==> src/rtl/stack_ctrl.sv <==
// Hardware stack sequencer: PUSH/POP/CALL/RET against a synchronous internal RAM,
// with a directly writable stack pointer and a sticky wrap-around flag.
module stack_ctrl #(
   parameter logic [7:0] SP_RESET = 8'h07
) (
   input  logic        CPUClock,
   input  logic        RESET,
   input  logic        CMD_VALID,
   input  logic [1:0]  CMD,
   output logic        CMD_READY,
   input  logic [7:0]  PUSH_DATA,
   input  logic [15:0] PC_IN,
   input  logic        SP_WR,
   input  logic [7:0]  SP_WDATA,
   output logic [7:0]  SP,
   output logic [7:0]  RAM_RD_ADDRS,
   output logic [7:0]  RAM_WR_ADDRS,
   output logic [7:0]  RAM_WR_DATA,
   output logic        RAM_WR_EN,
   input  logic [7:0]  RAM_RD_DATA,
   output logic [7:0]  POP_DATA,
   output logic [15:0] PC_OUT,
   output logic        DONE,
   output logic        STK_WRAP
);

   typedef enum logic [1:0] {CMD_PUSH, CMD_POP, CMD_CALL, CMD_RET} cmd_t;

   typedef enum logic [3:0] {
      IDLE, PUSH_W, CALL_WL, CALL_WH, POP_R, POP_C, RET_RH, RET_RL, RET_C
   } state_t;

   state_t      state_q;
   logic [7:0]  sp_q, sp_d;
   logic        wrap_q, wrap_d;
   logic [7:0]  pc_hi_q;
   logic [7:0]  wr_data_q;
   logic        wr_en_q;
   logic        done_q;
   logic [7:0]  pop_data_q;
   logic [15:0] pc_out_q;

   logic        accept;
   logic        sp_wr_ok;
   logic        do_inc, do_dec;
   logic [8:0]  sp_inc, sp_dec;

   assign CMD_READY = (state_q == IDLE) && !SP_WR;
   assign accept    = CMD_VALID && CMD_READY;
   assign sp_wr_ok  = SP_WR && (state_q == IDLE);

   // The ninth bit of each 9-bit sum is the wrap indication (carry out of FF, borrow out of 00).
   always_comb begin
      // NOTE: every always_comb output gets a default first so no path can infer a latch.
      do_inc = 1'b0;
      do_dec = 1'b0;
      sp_inc = {1'b0, sp_q} + 9'd1;
      sp_dec = {1'b0, sp_q} - 9'd1;
      unique case (state_q)
         IDLE:                  do_inc = accept && (cmd_t'(CMD) == CMD_PUSH ||
                                                    cmd_t'(CMD) == CMD_CALL);
         CALL_WL:               do_inc = 1'b1;
         POP_R, RET_RH, RET_RL: do_dec = 1'b1;
         default:               ;
      endcase

      sp_d   = sp_q;
      wrap_d = wrap_q;
      if (sp_wr_ok) begin
         sp_d   = SP_WDATA;
         wrap_d = 1'b0;
      end else if (do_inc) begin
         sp_d   = sp_inc[7:0];
         wrap_d = wrap_q | sp_inc[8];
      end else if (do_dec) begin
         sp_d   = sp_dec[7:0];
         wrap_d = wrap_q | sp_dec[8];
      end
   end

   // NOTE: state registers use non-blocking assignment so every flop samples pre-edge values.
   always_ff @(posedge CPUClock or posedge RESET) begin
      if (RESET) begin
         state_q    <= IDLE;
         sp_q       <= SP_RESET;
         wrap_q     <= 1'b0;
         pc_hi_q    <= 8'h00;
         wr_data_q  <= 8'h00;
         wr_en_q    <= 1'b0;
         done_q     <= 1'b0;
         pop_data_q <= 8'h00;
         pc_out_q   <= 16'h0000;
      end else begin
         sp_q    <= sp_d;
         wrap_q  <= wrap_d;
         wr_en_q <= 1'b0;
         done_q  <= 1'b0;
         unique case (state_q)
            IDLE: begin
               if (accept) begin
                  unique case (cmd_t'(CMD))
                     CMD_PUSH: begin
                        state_q   <= PUSH_W;
                        wr_data_q <= PUSH_DATA;
                        wr_en_q   <= 1'b1;
                        done_q    <= 1'b1;
                     end
                     CMD_CALL: begin
                        state_q   <= CALL_WL;
                        wr_data_q <= PC_IN[7:0];
                        pc_hi_q   <= PC_IN[15:8];
                        wr_en_q   <= 1'b1;
                     end
                     CMD_POP:  state_q <= POP_R;
                     CMD_RET:  state_q <= RET_RH;
                  endcase
               end
            end
            PUSH_W:  state_q <= IDLE;
            CALL_WL: begin
               state_q   <= CALL_WH;
               wr_data_q <= pc_hi_q;
               wr_en_q   <= 1'b1;
               done_q    <= 1'b1;
            end
            CALL_WH: state_q <= IDLE;
            POP_R: begin
               state_q <= POP_C;
               done_q  <= 1'b1;
            end
            POP_C: begin
               state_q    <= IDLE;
               pop_data_q <= RAM_RD_DATA;
            end
            RET_RH:  state_q <= RET_RL;
            RET_RL: begin
               state_q        <= RET_C;
               pc_out_q[15:8] <= RAM_RD_DATA;
               done_q         <= 1'b1;
            end
            RET_C: begin
               state_q       <= IDLE;
               pc_out_q[7:0] <= RAM_RD_DATA;
            end
            default: state_q <= IDLE;
         endcase
      end
   end

   assign SP           = sp_q;
   assign RAM_RD_ADDRS = sp_q;
   assign RAM_WR_ADDRS = sp_q;
   assign RAM_WR_DATA  = wr_data_q;
   assign RAM_WR_EN    = wr_en_q;
   assign DONE         = done_q;
   assign POP_DATA     = pop_data_q;
   assign PC_OUT       = pc_out_q;
   assign STK_WRAP     = wrap_q;

endmodule
==> config.mk <==
export PLATFORM = sky130hd
export DESIGN_NAME = stack_ctrl
export DESIGN_NICKNAME = d
export VERILOG_FILES = /design/src/rtl/stack_ctrl.sv
export SDC_FILE = /design/constraint.sdc
export NUM_CORES = 1
export LEC_CHECK = 0
export ABC_CLOCK_PERIOD_IN_PS = 2400
export CAP_MARGIN = 10
export CORE_ASPECT_RATIO = 2
export CORE_MARGIN = 8
export CORE_UTILIZATION = 44
export CTS_CLUSTER_SIZE = 12
export DETAILED_ROUTE_END_ITERATION = 12
export GPL_TIMING_DRIVEN = 0
export PLACE_DENSITY = 0.8
export SYNTH_ARGS = -nofsm -noshare
export SYNTH_HDL_FRONTEND = slang
export SYNTH_SLANG_ARGS = --single-unit
export TNS_END_PERCENT = 100
==> constraint.sdc <==
create_clock -name CPUClock -period 2.4 [get_ports CPUClock]
set_input_delay 0.48 -clock CPUClock [delete_from_list [all_inputs] [get_ports CPUClock]]
set_output_delay 0.48 -clock CPUClock [all_outputs]
set_load 0.05 [all_outputs]
# Word-level counts from Yosys, hierarchy flattened
# Cells that the tools add are included.
# totals
regBits	55
in_bits	46
output_inout_bits	60
elab_cells	60
# classes
eq_ne	11
n_bitwise	2
n_reduce_logical	15
addsub	2
mux	20
# ops
operator	n
two-way mux 8 bit	4
one-hot mux 8 bit (2 select lines)	2
one-hot mux 4 bit (5 select lines)	1
equality test 4 x 3 -> 1 bit (second input constant)	4
one-hot mux 4 bit (4 select lines)	1
adder 8 x 1 -> 9 bit (second input constant)	1
subtractor 8 x 1 -> 9 bit (second input constant)	1
two-way mux 1 bit	8
one-hot mux 1 bit (2 select lines)	3
AND reduction 3 bit	2
OR reduction 3 bit	2
equality test 2 bit (second input constant)	2
equality test 4 x 2 -> 1 bit (second input constant)	1
equality test 4 bit (second input constant)	1
logical AND 1 bit	4
zero test 4 bit	1
two-way mux 4 bit	1
inequality test 3 x 1 -> 1 bit (second input constant)	1
nonzero test 3 bit	1
equality test 2 x 1 -> 1 bit (second input constant)	1
zero test 2 bit	1
inequality test 2 bit (second input constant)	1
OR 1 bit	2
nonzero test 2 bit	1
other kinds (3)	3

# Logic depth before layout (Yosys ltp)
# logic_depth
ltp_word	7
depth_mapped	8
ltp_nobuf	6

# Least setup slack after synthesis
# No wires, ideal clock.
# synth_timing
kind	register to register
from	register sp_q[3], in the netlist RAM_RD_ADDRS[3]
to	register sp_q[6], in the netlist RAM_RD_ADDRS[6]
period_less_slack_ns	2.061
path_stages_with_launch	5
slack_ns	0.339
arrival_time_ns	1.939
required_ns	2.277
path_buffers	0
setup_time_ns	0.123
path_cell_list	dfrtp_1 -> or3_1 -> or4b_4 -> a211o_1 -> o221a_2
# synth_via
elab_chain_cells	4
elab_cells_between_ends	5
classes_between	add/sub (2); mux (3)
# synth_rtl
item	line	text
start: declaration	34	logic [7:0] sp_q, sp_d;
start signal: assignment	94	sp_q <= sp_d;
subtractor 8 x 1 -> 9 bit	58	sp_dec = {1'b0, sp_q} - 9'd1;
two-way mux 8 bit	75	end else if (do_dec) begin
two-way mux 8 bit *	72	end else if (do_inc) begin
two-way mux 8 bit *	69	if (sp_wr_ok) begin
# Mark *: on every way between the ends. The rest lies on a longest branch, timed or not. The select of a mux whose other input is x is not followed.
# A chain may end at the register's enable or synchronous reset.

# Worst setup path after layout
# layout_timing
from	register sp_q[2], in the netlist RAM_RD_ADDRS[2]
to	output RAM_WR_ADDRS[2]
# layout_lines
item	line	text
end: declaration	17	output logic [7:0] RAM_WR_ADDRS,
# No word-level cell between the ends.

==> metrics <==
CTS clk-pin slew, worst paths 0.07 ns; final hold viol count 0; internal power component 3.40 mW; Area Growth Syn to Fin 48.1%; Worst EP required 1.92 ns; sequential share of power 25.5%; Non-Filler Instances 460; share of post-route cells with drive strength above 1 19.8%; slew of the pin with the lowest slew margin between 1 and 1.5 ns; placed cells 452; syn avg cell area 10.7 µm²; count of final setup violators 0; Antenna Nets Post-Route 0; Initial Utilization 44.6%; Worst Hold Class flip-flop to flip-flop; Max FO, Critical Path 11; status complete, no violations; Peak supply drop approximately 1100 µV; post-synthesis sequential area ratio 49.8%; RSZ-0062 raised after global routing false; H-tree levels 2; Row Count 41; GR Overflow Total 0; ys flop type dfrtp_1; P_sw 3.40 mW; top achievable clock speed ~0.43 GHz; drc violations 0; DPL Wire Length 5550 µm; CTS Buf Count 5; Nets approximately 420; commonest non-fill, non-tap cell in the layout clkdlybuf4s50_1; Unique masters post-synth 51; CTS max path bufs 2; Combinational Power Share between 60% and 70%; Slew HR 29.8%; via count 2323; post-synthesis async set-or-reset flop share 100%; CTS sink cnt 55; Die Width a little over 70 µm; Worst-Skew Late Latency around 0.30 ns; largest net degree at the start of global routing 34; final slew viol count 0; Critical Path AT 1.86 ns; number of diodes 0; commonest non-fill, non-tap cells in the layout 104 x clkdlybuf4s50_1, 52 x dfrtp_1, 41 x nand2_1; root buffer cell clkbuf_16; clock network fraction of total power 10.9%; DR pass1 iterations 4; endpoint type of the worst setup path output port; die area around 9000 µm²; Yosys reg bits 55; fin crit share 97.5%; # IOs 106; Worst Setup Path Type flip-flop to output port; Post-Syn Area 2770 µm²; IO buf count approximately 110; setup tns final 0 ns; CTS tree built; height of the die around 130 µm; EDFF count, synth 0; CORE AREA 6210 µm²; max_cap viols 0; first-pass GRT wire length about 12000 µm; Post-Syn Instances 260; Post-Syn Nets 308; Net Sw Frac 50.0%; WL final 7210 µm; Wirelength per Cell 15.7 µm; Via density 5.05; Ys Warns 0; vias in the first global route approximately 2.5k; pwr dens between 1500 and 2000 nW/µm²; all-layer global routing usage 15.9%; CP Launch Type flip-flop; skew final 0.00486 ns; Leakage between 1.5 and 2 nW; initial antenna violation count 0; GP Congestion 0.876; final critical-path required period approximately 2.3 ns; initial DRC count 129
cell families (layout without fill, tap and decap cells):
logic type	count (synthesis)	in the layout	synth area share (%)
buffers and inverters	34	148	7.54
muxes	36	36	14.3
and+or+nand+nor	87	87	16.4
AOI/OAI and AO/OA	45	45	10.8
DFF	55	55	49.8
adders and majority gates	2	2	0.903
xor gates and xnor gates	1	1	0.316
Yosys cell counts, drive strengths merged, types with 2 or more instances:
cell,n,area share [%]
a31oi,4,0.90
a21o,2,0.54
mux2i,11,4.0
o21ai,12,2.3
a21oi,12,2.2
dfrtp,52,47
o221a,2,0.81
nor4,4,1.1
and2b,2,0.54
buf,24,6.2
and2,2,0.45
or3,2,0.45
a221o,3,1.1
nor2b,2,0.45
ha,2,0.90
dfstp,3,2.8
nor3,7,1.4
nor2,14,1.9
inv,6,0.81
o22ai,2,0.45
nor4b,3,1.7
clkbuf,3,0.41
nand2,41,5.6
nand3,3,0.54
o21a,2,0.54
mux2,25,10
cell type report:
cell class	count	area (µm²)
clock buffer	5	125
multi-input combinational	171	1180
fill	494	2100
buffer	27	183
tap	86	108
sequential	55	1380
inverter	7	26.3
clock inverter	3	28.8
timing repair buffer	106	1070
through the flow:
step,setup WS (ns),hold WS (ns),util (%),area [µm²],power (mW)
6_report,0.0589,0.478,66.1,4100,6.80
4_1_cts,0.0519,0.485,66.1,4100,6.86
3_5_place_dp,-0.0713,0.466,63.6,3950,6.10
5_1_grt,0.0124,0.499,66.1,4100,7.17
3_3_place_gp,-0.342,0.459,63.3,3930,6.00
2_1_floorplan,0.339,0.480,-,2770,4.71
worst max-delay path, stage by stage, from the launching register on:
cell,delay [ns]
dfstp_2,0.63
buf_4,0.13
clkdlybuf4s50_1,0.80
timing repair:
action                     in CTS  in global routing
resized for setup               3                  0
setup endpoints to repair       1                  0
buffers inserted                0                  0
hold buffers                    0                  0
metal layers:
| metal | track usage, % | share of wire [%] | wire, µm | vias to the layer above |
|---|---|---|---|---|
| met5 | 0 | 0 | 0 | - |
| met4 | 4.73 | 1.3 | 95 | 0 |
| met3 | 5.64 | 9.3 | 669 | 8 |
| met2 | 26.1 | 48 | 3490 | 92 |
| met1 | 18.8 | 41 | 2960 | 1093 |
| li1 | - | - | - | 1130 |
sequential cells by signal, indices dropped and copies added (netlist names):
signal	cells
pc_hi_q	8
STK_WRAP	1
PC_OUT	16
DONE	1
RAM_WR_EN	1
POP_DATA	8
state_q	4
RAM_WR_DATA	8
RAM_RD_ADDRS	8
worst paths after layout:
kind | startpoint | end | slack [ns] | cells past startpoint
setup / recovery | RAM_RD_ADDRS[2] | RAM_WR_ADDRS[2] | 0.06 | 2
hold / removal | RAM_WR_DATA[3] | RAM_WR_DATA[3] | 0.48 | 2
setup reg to reg | state_q[1] | PC_OUT[4] | 0.39 | 3
hold reg to reg | RAM_WR_DATA[3] | RAM_WR_DATA[3] | 0.48 | 2
max in group asynchronous | RESET | RAM_RD_ADDRS[0] | 1.27 | 3
min in group asynchronous | RESET | PC_OUT[6] | 0.52 | 2
power by group through the flow:
stage / Sequential [mW] / Combinational, mW / Clock (mW)
floorplan: 2.86 / 1.85 / 0
global placement: 1.72 / 4.29 / 0
detailed placement: 1.75 / 4.35 / 0
CTS: 1.74 / 4.37 / 0.762
global route: 1.81 / 4.57 / 0.789
finish: 1.73 / 4.33 / 0.744
No activity file was read; power rests on OpenSTA's default activity.
